File: src/rtl/bn_rsqrt_scheduler.sv
// Round-robin scheduler sharing one FP16 rsqrt Newton datapath among N_REQ requesters.
// Result is valid G+1+iter_count cycles after grant G (G+1 for special x); resp_ready=0 holds DONE and blocks grants.
module bn_rsqrt_scheduler #(
  parameter int          N_REQ      = 4,
  parameter int          MAX_ITER   = 6,
  parameter int          TOL_ULP    = 1,
  parameter logic [15:0] SEED_MAGIC = 16'h59BB
) (
  input  logic                     clk,
  input  logic                     reset,
  input  logic [N_REQ-1:0]         req,
  input  logic [16*N_REQ-1:0]      req_x,
  output logic [N_REQ-1:0]         gnt,
  output logic [15:0]              step_x,
  output logic [15:0]              step_y,
  input  logic [15:0]              step_y_next,
  output logic                     resp_valid,
  input  logic                     resp_ready,
  output logic [$clog2(N_REQ)-1:0] resp_id,
  output logic [15:0]              resp_y,
  output logic [3:0]               iter_count,
  output logic                     busy
);
  localparam int IW = $clog2(N_REQ);

  typedef enum logic [1:0] {IDLE, ITER, DONE} state_t;

  state_t        state_q, state_d;
  logic [IW-1:0] rr_ptr_q, rr_ptr_d;
  logic [IW-1:0] resp_id_q, resp_id_d;
  logic [15:0]   x_q, x_d;
  logic [15:0]   y_q, y_d;
  logic [15:0]   resp_y_q, resp_y_d;
  logic [3:0]    k_q, k_d;
  logic [3:0]    iter_q, iter_d;
  logic [N_REQ-1:0] gnt_d;

  logic [IW-1:0] win, cand;
  logic          win_vld;
  logic [15:0]   x_in;
  logic          is_spec;
  logic [15:0]   spec_y;
  logic [9:0]    mant_diff;
  logic          conv;

  // Search starts one past the last winner so every requester gets a turn.
  always_comb begin
    win     = '0;
    win_vld = 1'b0;
    cand    = '0;
    for (int i = 1; i <= N_REQ; i++) begin
      cand = IW'((int'(rr_ptr_q) + i) % N_REQ);
      if (!win_vld && req[cand]) begin
        win     = cand;
        win_vld = 1'b1;
      end
    end
  end

  assign x_in = req_x[{win, 4'b0000} +: 16];

  // Sign is tested first so negative NaN/inf/normals all map to NaN, while -0 falls through to +inf.
  always_comb begin
    is_spec = 1'b1;
    spec_y  = 16'h7E00;
    if (x_in[15] && x_in != 16'h8000)                      spec_y = 16'h7E00;
    else if (x_in[14:10] == 5'd0)                           spec_y = 16'h7C00;
    else if (x_in[14:10] == 5'h1F && x_in[9:0] == 10'd0)    spec_y = 16'h0000;
    else if (x_in[14:10] == 5'h1F)                          spec_y = 16'h7E00;
    else                                                    is_spec = 1'b0;
  end

  assign mant_diff = (step_y_next[9:0] >= y_q[9:0]) ? (step_y_next[9:0] - y_q[9:0])
                                                    : (y_q[9:0] - step_y_next[9:0]);
  assign conv = (step_y_next[15:10] == y_q[15:10]) && (32'(mant_diff) <= TOL_ULP);

  always_comb begin
    state_d   = state_q;
    rr_ptr_d  = rr_ptr_q;
    resp_id_d = resp_id_q;
    x_d       = x_q;
    y_d       = y_q;
    resp_y_d  = resp_y_q;
    k_d       = k_q;
    iter_d    = iter_q;
    gnt_d     = '0;
    case (state_q)
      IDLE: begin
        if (reset && win_vld) begin
          gnt_d[win] = 1'b1;
          rr_ptr_d   = win;
          resp_id_d  = win;
          x_d        = x_in;
          k_d        = 4'd0;
          if (is_spec) begin
            resp_y_d = spec_y;
            iter_d   = 4'd0;
            state_d  = DONE;
          end else begin
            y_d     = SEED_MAGIC - (x_in >> 1);
            state_d = ITER;
          end
        end
      end
      ITER: begin
        if (conv || k_q == 4'(MAX_ITER - 1)) begin
          resp_y_d = step_y_next;
          iter_d   = k_q + 4'd1;
          state_d  = DONE;
        end else begin
          y_d = step_y_next;
          k_d = k_q + 4'd1;
        end
      end
      DONE: begin
        if (resp_ready) state_d = IDLE;
      end
      default: state_d = IDLE;
    endcase
  end

  always_ff @(posedge clk or negedge reset) begin
    if (!reset) begin
      state_q   <= IDLE;
      rr_ptr_q  <= IW'(N_REQ - 1);
      resp_id_q <= '0;
      x_q       <= '0;
      y_q       <= '0;
      resp_y_q  <= '0;
      k_q       <= '0;
      iter_q    <= '0;
    end else begin
      state_q   <= state_d;
      rr_ptr_q  <= rr_ptr_d;
      resp_id_q <= resp_id_d;
      x_q       <= x_d;
      y_q       <= y_d;
      resp_y_q  <= resp_y_d;
      k_q       <= k_d;
      iter_q    <= iter_d;
    end
  end

  assign gnt        = gnt_d;
  assign step_x     = x_q;
  assign step_y     = y_q;
  assign resp_valid = (state_q == DONE);
  assign resp_id    = resp_id_q;
  assign resp_y     = resp_y_q;
  assign iter_count = iter_q;
  assign busy       = (state_q != IDLE);

endmodule

File: config.mk
export PLATFORM = sky130hd
export DESIGN_NAME = bn_rsqrt_scheduler
export DESIGN_NICKNAME = d
export VERILOG_FILES = /design/src/rtl/bn_rsqrt_scheduler.sv
export SDC_FILE = /design/constraint.sdc
export NUM_CORES = 1
export LEC_CHECK = 0
export ABC_AREA = 1
export CELL_PAD_IN_SITES_DETAIL_PLACEMENT = 1
export CELL_PAD_IN_SITES_GLOBAL_PLACEMENT = 2
export CORE_MARGIN = 2
export CORE_UTILIZATION = 23
export CTS_CLUSTER_DIAMETER = 60
export DETAILED_ROUTE_END_ITERATION = 16
export PLACE_DENSITY = 0.76
export SLEW_MARGIN = 15
export SYNTH_ARGS = -nofsm -noshare
export SYNTH_HDL_FRONTEND = slang
export SYNTH_SLANG_ARGS = --single-unit
export TNS_END_PERCENT = 1
File: constraint.sdc
create_clock -name clk -period 2.7 [get_ports clk]
set_input_delay 0.54 -clock clk [delete_from_list [all_inputs] [get_ports clk]]
set_output_delay 0.54 -clock clk [all_outputs]
set_load 0.03 [all_outputs]
### Word level (Yosys, flattened, before mapping)

Index checks and enable logic that the tools add are counted.
Widths: inputs -> output; s select.

* add/subtract/negate cells: 8
* $lt $le $gt $ge: 8
* eq/ne operators: 12
* shifts and indexed selects: 1
* mux-type cells: 48
* reductions and logical operators: 22

Operators by type and width (number)
* $mux 16: 6
* $pmux 16 s2: 2
* $shiftx 64x7->16: 1
* $mux 15: 3
* $mux 4: 7
* $sub 10x10->10: 2
* $mux 2: 8
* $ne 16x16->1 const B: 1
* $pmux 4 s2: 2
* $sub 15x15->16 const A: 1
* $lt 2x3->1 const B: 5
* $mux 1: 13
* $ge 10x10->1: 1
* $le 10x1->1 const B: 1
* $logic_not 10->1: 1
* $mux 10: 1
* $ne 2x2->1 const B: 5
* $bmux 1 s2: 4
* $logic_and 1x1->1: 8
* $reduce_and 4->1: 2
* $eq 6x6->1: 1
* $pmux 2 s3: 1
* $reduce_and 3->1: 2
* $eq 5x5->1 const B: 1
* 15 further kinds: 20

* bits in registers: 62
* input port bits: 87
* word-level logic and storage cells: 107

### Longest topological paths before layout

Gate-level depths: netlist (run 1).

* word-level depth: 22
* depth in mapped cells: 27

### Worst setup path before layout (run 1)

OpenSTA, ideal clock, no wires.

* path type: flip-flop to output port
* start point: register rr_ptr_q[0]
* end point: output gnt[0]
* arrival: 2585 ps
* path slack: -425 ps
* cell stages (with the launch flop): 14
* path buffers: 3
* cells stage by stage: dfstp_2 -> buf_6 -> nand2_1 -> nand2_2 -> nand2_1 -> nand2_2 -> nor2_4 -> nand3_4 -> buf_2 -> nand2_1 -> nor2_2 -> clkinv_1 -> clkbuf_1 -> nor3_1

* word-level cells in the longest chain between the ends: 19
* elaborated cells between the ends (all ways): 34
* classes of those cells: add/sub (4); order compare (2); mux (20); reduce/logical (8)

Ends and longest elaborated chain
* start: declaration: line 29 `logic [IW-1:0] rr_ptr_q, rr_ptr_d;`
* start signal: assignment: line 125 `rr_ptr_q <= IW'(N_REQ - 1);`
* start signal: assignment: line 134 `rr_ptr_q <= rr_ptr_d;`
* $add 2x1->2: line 52 `cand = IW'((int'(rr_ptr_q) + i) % N_REQ);`
* $bmux 1 s2: line 53 `if (!win_vld && req[cand]) begin`
* $mux 1 (not written as such): line 53
* $mux 1: line 53
* $logic_not 1->1: line 53
* $logic_and 1x1->1: line 53
* $mux 1: line 53
* $logic_not 1->1: line 53
* [... 3 more ...]
* $logic_and 1x1->1: line 53
* $mux 2: line 53
* $lt 2x3->1 (not written as such) / $ge 2x1->1 (equally long branches): line 90 `gnt_d[win] = 1'b1;`
* $logic_and 1x1->1 (not written as such): line 90
* $mux 1 (not written as such): line 90
* $demux 1 s2: line 90
* $mux 4 (*): line 89 `if (reset && win_vld) begin`
* $mux 4 (*): line 87 `case (state_q)`
* end: declaration: line 13 `output logic [N_REQ-1:0] gnt,`

Every way passes the cells marked *; elsewhere a longest branch is shown, timed or not. The select of a mux whose other input is x is not followed.

### Worst setup path in the final report (run 1)

* start point: input step_y_next[0]
* end point: register iter_q[2], in the netlist iter_count[2]

* word-level cells in the longest chain between the ends: 7
* elaborated cells between the ends (all ways): 9
* classes of those cells: add/sub (2); order compare (2); eq/ne (1); mux (1); reduce/logical (3)

Ends and longest elaborated chain
* start: declaration: line 16 `input logic [15:0] step_y_next,`
* $sub 10x10->10 (tied with other cells): line 74 `: (y_q[9:0] - step_y_next[9:0]);`
* $mux 10 (*): line 73 `assign mant_diff = (step_y_next[9:0] >= y_q[9:0]) ? (step_y_next[9:0] - y_q[9:0])`
* $le 10x1->1 (*): line 75 `assign conv = (step_y_next[15:10] == y_q[15:10]) && (32'(mant_diff) <= TOL_ULP);`
* $logic_and 1x1->1 (*): line 75
* $logic_or 1x1->1 (*): line 106 `if (conv || k_q == 4'(MAX_ITER - 1)) begin`
* $ne 2x2->1 (no line) (*)
* $reduce_and 4->1 (no line) (*)
* end signal: assignment: line 140 `iter_q <= iter_d;`
* end: declaration: line 35 `logic [3:0] iter_q, iter_d;`

Every way passes the cells marked *; elsewhere a longest branch is shown, timed or not.
A chain may end at the register's enable or synchronous reset.

==> results by group, run 1 <==
Clock tree
  – H-tree depth: 3
  – CTS tree: yes
  – Clock sink total: 62
  – Clock transition at path regs: 0.06 ns
  – Clk Latency, worst-skew pair: 0.34 ns
  – Max clock buf depth: 2
  – Hold buffers post-CTS: 0
  – CTS root buf: clkbuf_16
  – Total CTS buffers: 9

Hold path
  – Hold/Removal Path Class: input port to asynchronous set/reset pin

Routing
  – Highest metal used: met4
  – DR pass1 iterations: 4
  – Antenna Nets Post-Route: 0
  – DRT iter0 DRCs: 189
  – WL met3: 604 µm
  – WL met1: 9920 µm
  – DRC viols: 0
  – Drt wl/cell: 15.4 µm
  – Via/cell ratio: 4.45
  – Vias: 6183
  – Routed wire length: 21400 µm
  – Metal2 WL: 10600 µm

Timing
  – Final Worst Setup Slack: -0.400 ns
  – Final period util: 1.15
  – RSZ-0062 raised after global routing: yes
  – F_max: 323 MHz
  – Setup Skew: 0.0102 ns
  – Final setup viols: 48
  – Crit path time final: 3.10 ns
  – Worst-Margin Slew: 0.848 ns
  – Worst slew margin: 0.435
  – Slew Limit Fails: 0
  – Endpoints failing hold: 0

Placement
  – Place WS: -0.956 ns
  – DP HPWL: 16400 µm
  – Port Buffers: 146
  – Gpl congestion: 0.827

Synth
  – Avg Cell Area, Syn: 6.48 µm²
  – Post-synth EDFFs: 0
  – Synth top area cells: dfrtp_1 (29%), nand2_1 (23%), inv_1 (5.5%), ha_1 (5.4%), nor2_1 (4.1%)
  – Synth Register Bits: 62
  – Cell Area, Synth: 0.00514 mm²
  – Synth cell types: 39
  – Synth area leader: dfrtp_1
  – Area share of the largest cell type after synthesis: 0.292
  – Synth Flop Type: dfrtp_1
  – Cells after synthesis: 793
  – Syn nets: 904
  – YS warnings: 0
  – Seq/Total Area, Yosys: 0.302
  – Synth async-reset ratio: 1.00

Layout
  – # diodes: 0
  – Nets: 1217
  – Layout cells sized above 1: 0.329
  – Fillers: 2750
  – Layout area overhead: 77.2%

Setup path
  – Classification of the worst setup path: input port to register
  – CP delay by family, top: simple AND/OR/NAND/NOR gates
  – Slowest CP cell: fa_2
  – Largest stage delay, worst path: 0.43 ns
  – Crit path launch type: input port
  – Worst-path cell chain: clkdlybuf4s15_2, inv_1, ha_1, fa_2, inv_1, nand4_1, nand3_4, buf_4, nand3_1, nand3b_1, nand4_1, nor2_1, nand3_1, a21oi_2, nand3_4, buf_12, buf_12, nand2_1, o21ai_1
  – CP Max Fanout: 7
  – Crit path buf inv count: 6
  – Crit path arrival time: 3.31 ns
  – CP Capture Type: register
  – Required @ worst endpoint: 2.91 ns
  – R2R Setup Slk: -0.39 ns

Floorplan
  – Die X: 154 µm
  – Die height: 154 µm
  – Die area: 0.0236 mm²
  – Top-Level Pins: 147
  – CORE AREA: 0.0219 mm²
  – Starting Density: 0.235
  – Rows: 54

Flow run
  – Total of max-cap violations: 0

GRT
  – First-pass GRT wire length: 34400 µm
  – Initial antenna violation count: 0
  – Largest net degree at the start of global routing: 63
  – Total gr overflow: 0
  – GRT Util Overall: 0.181
  – Vias in the first global route: 6600

Run status
  – Violated checks: setup timing
  – Status: complete, but fails checks
## cells in the final DEF (no fill, tap or decap), types with 3 or more instances in the layout
master / instances
nand3_1: 31
nor2_4: 9
clkinvlp_4: 4
inv_4: 4
nor2_2: 9
o21ai_2: 13
nand4_1: 18
nand2_2: 54
nand3_4: 6
ha_4: 8
inv_1: 70
ha_1: 13
or2_2: 3
buf_4: 157
a21oi_1: 24
o211ai_1: 3
dfrtp_1: 50
buf_12: 12
nor2_1: 46
nand3_2: 6
nand2_1: 285
dlygate4sd2_1: 9
nand2_4: 14
buf_6: 12
xor2_1: 6
o21ai_0: 28
o21ai_1: 23
clkbuf_16: 9
clkdlybuf4s50_1: 131
a21oi_2: 7
inv_2: 10
dfrtp_2: 10
## state kept, by name (all words and copies together), names as in the netlist
signal      count
resp_id         2
step_y         16
state_q         2
resp_y         16
k_q             4
step_x         16
iter_count      4
rr_ptr_q        2
## final timing paths
| path | start | endpoint | cells after the start |
|---|---|---|---|
| max | step_y_next[0] | iter_count[2]$_DFFE_PN0P_ | 19 |
| min | reset | step_x[0]$_DFFE_PN0P_ | 2 |
| max reg2reg | step_y[4]$_DFFE_PN0P_ | iter_count[2]$_DFFE_PN0P_ | 19 |
| min reg2reg | resp_id[0]$_DFFE_PN0P_ | resp_id[0]$_DFFE_PN0P_ | 2 |
| max in group asynchronous | reset | step_y[8]$_DFFE_PN0P_ | 2 |
| min in group clk | resp_id[0]$_DFFE_PN0P_ | resp_id[0]$_DFFE_PN0P_ | 2 |
## per-layer routing
metal  GRT usage  up-vias
li1            -     3138
met1       0.240     2932
met2       0.320       93
met3      0.0237       20
met4      0.0306        0
met5           0        -
## per-stage QoR
step / instances / hold WS (ns) / area [µm²] / setup TNS, ns / utilization
after floorplan: 793 / 0.244 / 5260 / -0.343 / -
after global placement: 1340 / 0.456 / 8070 / -38.06 / 0.369
after detailed placement: 1340 / 0.459 / 8070 / -40.46 / 0.369
after CTS: 1384 / 0.474 / 8920 / -13.08 / 0.408
after global routing: 1391 / 0.514 / 9110 / -22.85 / 0.416
final: 1391 / 0.458 / 9110 / -14.10 / 0.416
## synth_stat cells (2+ instances only)
master      n
inv_1      75
nor2_1     56
nand4_1    18
nand3_4     3
a21oi_2     2
o21ai_2     8
clkbuf_1    5
or2_2       3
nand3_2     5
clkinv_1    2
nand2_1   320
nor2_4      3
dfstp_2     2
nand2_2    30
buf_6       6
a21oi_1    29
o21ai_0    39
nor3_1      2
nor2_2      5
dfrtp_1    60
buf_4       4
inv_2       8
o211ai_1    3
nand3_1    35
ha_1       22
fa_1        2
nor4_1      2
o21ai_1    17
inv_4       2
nand3b_1    2
nand2_4     3
xor2_1      6
buf_2       8
## layout make-up
class                           count  area, µm²  area share
Multi-Input combinational cell    621       3520       0.386
Timing Repair Buffer              325       3020       0.331
Sequential cell                    62       1570       0.172
Tap cell                          280        350      0.0384
Inverter                           87        347      0.0380
Clock buffer                       11        253      0.0277
Clock inverter                      5       57.6     0.00632
## logic make-up after synthesis
kind of cell,after synthesis,share of synthesized area
compound gates,102,0.110
flops,62,0.302
xor+xnor,7,0.0119
buf+inv,110,0.0949
simple gates,488,0.419
fa+ha+maj,24,0.0613
## repair_timing
item	CTS	global route
endpoints found under the setup margin	48	53
cloned	2	0
setup buffers	26	8
pin swaps	36	25
resized for setup	81	46
Power of run 1 is not shown: default switching activity piles up to over one toggle a cycle in this logic, so the estimate is an artifact.
==> run 2: changes to the inputs <==
--- a/config.mk
+++ b/config.mk
@@ -12,6 +12,7 @@
 export CORE_UTILIZATION = 23
 export CTS_CLUSTER_DIAMETER = 60
 export DETAILED_ROUTE_END_ITERATION = 16
+export HOLD_SLACK_MARGIN = 0.15
 export PLACE_DENSITY = 0.76
 export SLEW_MARGIN = 15
 export SYNTH_ARGS = -nofsm -noshare
==> constraint.sdc (replaced) <==
create_clock -name clk -period 2.5 [get_ports clk]
set_input_delay 0.5 -clock clk [delete_from_list [all_inputs] [get_ports clk]]
set_output_delay 0.5 -clock clk [all_outputs]
set_load 0.03 [all_outputs]
==> run 2 against run 1 <==
  * The run still ends with setup timing left
  * Register-to-register slack lost 0.17 ns
  * Critical path type is now register to register
  * Clock skew shrank 0.0025 ns
  * Highest routed layer unchanged
  * Via count grew 0.44%
  * Critical endpoint unchanged
  * Hold slack lost 0.014 ns
  * Count of clock-buffer cells in the layout shrank 2
  * Utilization grew 0.67 points
  * Final area grew 1.6%
==> results by group, run 2 (same netlist as run 1, synthesis figures left out) <==
Run status
  – Status: complete, but fails checks
  – Violated checks: setup timing

Setup path
  – Slowest CP cell: dfstp_2
  – FF-to-FF path depth: 25
  – Crit path launch type: register
  – CP Max Fanout: 8
  – CP Capture Type: register
  – Required @ worst endpoint: 2.71 ns
  – Classification of the worst setup path: register to register
  – Most used cell, CP: nand2_4
  – Largest stage delay, worst path: 0.61 ns
  – RR Endpoint: iter_count[2]$_DFFE_PN0P_
  – R2R Setup Slk: -0.56 ns
  – Crit path arrival time: 3.27 ns
  – FF-to-FF Start: rr_ptr_q[0]$_DFFE_PN1P_

Routing
  – Vias: 6210
  – DR pass1 iterations: 4
  – DRC viols: 0
  – DRT iter0 DRCs: 130
  – Routed wire length: 21400 µm
  – Drt wl/cell: 15.4 µm
  – Antenna Nets Post-Route: 0
  – Via/cell ratio: 4.46

Layout
  – Layout area overhead: 80.1%
  – Layout cells sized above 1: 0.345
  – # diodes: 0
  – Most common cell after layout, fill and taps aside: nand2_1
  – Finished Layout Cells: 1391
  – Nets: 1217
  – Most frequent cells in the layout: nand2_1 (281), buf_4 (150), clkdlybuf4s50_1 (131)

Clock tree
  – Total CTS buffers: 9
  – CTS root buf: clkbuf_16
  – Clock transition at path regs: 0.06 ns
  – Max clock buf depth: 2
  – Clock sink total: 62
  – CTS tree: yes
  – Hold buffers post-CTS: 0
  – H-tree depth: 3
  – Clk Latency, worst-skew pair: 0.33 ns

Floorplan
  – Die height: 154 µm
  – Die X: 154 µm
  – Starting Density: 0.235
  – Top-Level Pins: 147
  – Die area: 0.0236 mm²
  – Rows: 54
  – CORE AREA: 0.0219 mm²

Placement
  – Placed insts: 1342
  – DP HPWL: 16500 µm
  – Place WS: -0.935 ns
  – Port Buffers: 146
  – Gpl congestion: 0.860

Timing
  – Final setup viols: 61
  – Final period util: 1.22
  – Setup Skew: 0.00771 ns
  – Final Worst Setup Slack: -0.562 ns
  – Slew Limit Fails: 0
  – Crit path time final: 3.06 ns
  – RSZ-0062 raised after global routing: yes
  – Worst-Margin Slew: 0.844 ns
  – F_max: 327 MHz
  – Endpoints failing hold: 0
  – Worst slew margin: 0.437

GRT
  – Initial antenna violation count: 0
  – Largest net degree at the start of global routing: 63
  – GRT Util Overall: 0.184
  – First-pass GRT wire length: 34800 µm
  – Total gr overflow: 0
  – Vias in the first global route: 6642

Hold path
  – Hold/Removal Path Class: input port to asynchronous set/reset pin

Flow run
  – Total of max-cap violations: 0
run 2: cell types whose count changed in the layout (fill, tap and decap cells not counted), sizes merged:
| cell | delta |
|---|---|
| buf | -3 |
| bufinv | +1 |
| nand3 | +2 |
| bufbuf | -1 |
| clkinv | +3 |
| clkinvlp | -2 |
run 2: what timing repair did:
action,4_1_cts,5_1_grt
endpoints found under the setup margin,54,64
pin swaps,50,22
cloned,4,3
setup buffers,19,9
resized for setup,95,45
run 2: cell type report:
type | count | area [µm²]
flip-flops and latches | 62 | 1570
clock buffers | 9 | 225
well taps | 280 | 350
fillers | 2719 | 12600
clock inverters | 7 | 97.6
repair buffers | 323 | 3060
multi-input cells | 623 | 3610
inverters | 87 | 353
run 2: how the worst max path moves through the flow:
stage | from | endpoint | slack [ns] | depth (start not counted)
finish | rr_ptr_q[0]$_DFFE_PN1P_ | iter_count[2]$_DFFE_PN0P_ | -0.56 | 25
global placement | step_y_next[0] | resp_y[7]$_DFFE_PN0P_ | -0.91 | 19
floorplan | step_y[5]$_DFFE_PN0P_ | step_y[1]$_DFFE_PN0P_ | -0.13 | 19
global route | rr_ptr_q[0]$_DFFE_PN1P_ | resp_y[10]$_DFFE_PN0P_ | -0.77 | 25
detailed placement | step_y_next[2] | resp_y[7]$_DFFE_PN0P_ | -0.94 | 15
CTS | rr_ptr_q[0]$_DFFE_PN1P_ | resp_y[6]$_DFFE_PN0P_ | -0.45 | 24
run 2: per-layer routing:
layer / vias to the layer above / track usage / share of wire
met4: 0 / 0.0437 / 0.015
met1: 2954 / 0.246 / 0.47
met5: - / 0 / 0
met2: 95 / 0.313 / 0.49
met3: 15 / 0.0273 / 0.029
li1: 3146 / - / -
run 2: metrics by stage:
stage / utilization / area [µm²] / hold WS, ns / TNS, ns
final: 0.423 / 9260 / 0.444 / -22.35
after global routing: 0.423 / 9260 / 0.510 / -34.76
after CTS: 0.411 / 9010 / 0.479 / -17.77
after detailed placement: 0.372 / 8150 / 0.466 / -43.71
after global placement: 0.372 / 8150 / 0.459 / -41.57
after floorplan: - / 5370 / 0.204 / -3.24
run 2: worst max-delay path: cells and delay by family, from the launching register on:
family          cells  cell delay [ns]
flops               1             0.61
simple gates       17             1.46
compound gates      1             0.05
buf+inv             7             0.78
Power of run 2 is left out for the same reason.
==> run 3: changes to the inputs <==
--- a/config.mk
+++ b/config.mk
@@ -14,8 +14,9 @@
 export DETAILED_ROUTE_END_ITERATION = 16
 export HOLD_SLACK_MARGIN = 0.15
 export PLACE_DENSITY = 0.76
+export REMOVE_ABC_BUFFERS = 1
 export SLEW_MARGIN = 15
 export SYNTH_ARGS = -nofsm -noshare
 export SYNTH_HDL_FRONTEND = slang
 export SYNTH_SLANG_ARGS = --single-unit
-export TNS_END_PERCENT = 1
+export TNS_END_PERCENT = 50
==> run 3 against run 2 <==
  * Routed wire length rose by 0.51%
  * Utilization rose by 0.55 points
  * Critical path type is now input port to register
  * Hold slack got worse by 0.029 ns
  * Final area rose by 1.3%
  * Global-route usage fell by 0.54 points
  * Clock skew barely moved
  * The run still ends with setup timing left
  * Register-to-register slack improved by 0.13 ns
==> results by group, run 3 (same netlist as run 1, synthesis figures left out) <==
Run status
  – Violated checks: setup timing
  – Status: complete, but fails checks

Flow run
  – Total of max-cap violations: 0

Clock tree
  – Clock transition at path regs: 0.06 ns
  – H-tree depth: 3
  – Clk Latency, worst-skew pair: 0.35 ns
  – Max clock buf depth: 2
  – CTS root buf: clkbuf_16
  – Total CTS buffers: 9
  – Hold buffers post-CTS: 0
  – CTS tree: yes
  – Clock sink total: 62

Setup path
  – Most used cell, CP: nand2_1
  – Slowest CP cell: ha_1
  – Classification of the worst setup path: input port to register
  – Worst-path cell chain: dlygate4sd2_1, ha_1, a21oi_2, o21ai_1, a21oi_2, nand3_4, buf_12, nand2_1, nand2_1, nand2_1, nand3_1, a21oi_2, nand3_2, a21oi_4, nand3_4, clkbuf_16, nand2_1, o21ai_1
  – R2R Setup Slk: -0.43 ns
  – FF-to-FF Start: step_y[5]$_DFFE_PN0P_
  – Crit path launch type: input port
  – FF-to-FF path depth: 18
  – CP Max Fanout: 17
  – RR Endpoint: resp_y[8]$_DFFE_PN0P_
  – Required @ worst endpoint: 2.73 ns
  – CP Capture Type: register
  – CP startpoint: step_y_next[9]
  – Crit path arrival time: 3.18 ns
  – Largest stage delay, worst path: 0.32 ns
  – Crit path to: resp_y[8]$_DFFE_PN0P_

Routing
  – Drt wl/cell: 15.4 µm
  – Via/cell ratio: 4.45
  – Routed wire length: 21500 µm
  – DRC viols: 0
  – DR pass1 iterations: 5
  – Antenna Nets Post-Route: 0
  – Vias: 6211
  – DRT iter0 DRCs: 155

Floorplan
  – CORE AREA: 0.0219 mm²
  – Rows: 54
  – Die area: 0.0236 mm²
  – Die X: 154 µm
  – Die height: 154 µm
  – Top-Level Pins: 147
  – Starting Density: 0.235

GRT
  – Initial antenna violation count: 0
  – Vias in the first global route: 6491
  – First-pass GRT wire length: 33800 µm
  – Largest net degree at the start of global routing: 63
  – Total gr overflow: 0
  – GRT Util Overall: 0.179

Placement
  – Port Buffers: 146
  – Post-DP Area: 0.00801 mm²
  – Gpl congestion: 0.875
  – DP HPWL: 16400 µm

Layout
  – Most common cell after layout, fill and taps aside: nand2_1
  – Fin util: 0.429
  – Nets: 1223
  – Fin area: 0.00938 mm²
  – Layout cells sized above 1: 0.372
  – Most frequent cells in the layout: nand2_1 (256), buf_4 (160), clkdlybuf4s50_1 (131)
  – Layout area overhead: 82.4%
  – # diodes: 0
  – Fillers: 2697

Timing
  – Slew Limit Fails: 0
  – Final setup viols: 47
  – Hold Worst Slack: 0.415 ns
  – RSZ-0062 raised after global routing: yes
  – Worst-Margin Slew: 0.851 ns
  – F_max: 338 MHz
  – Worst slew margin: 0.432
  – Setup Skew: 0.00775 ns
  – Crit path time final: 2.96 ns
  – Final Worst Setup Slack: -0.457 ns
  – Final period util: 1.18
  – Endpoints failing hold: 0

Hold path
  – Hold/Removal Path Class: input port to asynchronous set/reset pin
[run 3: changes by cell type in the layout (fill, tap and decap cells not counted), sizes merged]
cell,delta
clkinv,-1
bufinv,-1
clkbuf,+5
buf,+4
inv,-1
clkdlybuf4s15,+1
nand3,-1
dlygate4sd2,-1
[run 3: final cells by class]
type                            count  area, µm²  share of cell area
Inverter                           87        357              0.0380
Sequential cell                    62       1550               0.166
Clock buffer                       11        243              0.0259
Timing Repair Buffer              330       3070               0.327
Multi-Input combinational cell    622       3760               0.401
Clock inverter                      4       47.5             0.00507
Tap cell                          280        350              0.0373
[run 3: repair_timing]
item                                    4_1_cts  5_1_grt
gates cloned                                  0        7
endpoints found under the setup margin       49       61
pin swaps                                    36       32
setup buffers                                12       14
resized for setup                           102      128
[run 3: worst min path at each step]
stage | startpoint | end | slack (ns) | cells after the start
3_5_place_dp | step_x[5]$_DFFE_PN0P_ | step_x[5]$_DFFE_PN0P_ | 0.48 | 2
3_3_place_gp | resp_id[1]$_DFFE_PN0P_ | resp_id[1]$_DFFE_PN0P_ | 0.46 | 2
4_1_cts | reset | resp_y[6]$_DFFE_PN0P_ | 0.44 | 2
6_report | reset | resp_y[6]$_DFFE_PN0P_ | 0.41 | 2
2_1_floorplan | reset | iter_count[0]$_DFFE_PN0P_ | 0.20 | 0
5_1_grt | reset | resp_y[6]$_DFFE_PN0P_ | 0.48 | 2
[run 3: critical path: cells and delay by family]
kind                       cells  cell delay (ns)
AOI/OAI and AO/OA              6             0.86
adders and majority gates      1             0.32
buffers and inverters          3             0.65
and+or+nand+nor                8             0.83
[run 3: per-layer routing]
layer | global-route usage | wire, µm | share of wire
met1 | 0.234 | 9690 | 0.45
met2 | 0.298 | 10500 | 0.49
met3 | 0.0327 | 798 | 0.037
met4 | 0.0568 | 451 | 0.021
met5 | 0 | 0 | 0
[run 3: through the flow]
step	TNS [ns]	cells	setup WS, ns
final	-18.73	1396	-0.457
after detailed placement	-45.51	1348	-1.05
after CTS	-14.31	1375	-0.367
after floorplan	-24.44	770	-0.723
after global placement	-44.42	1348	-1.00
after global routing	-26.84	1396	-0.625
Power of run 3 is left out for the same reason.
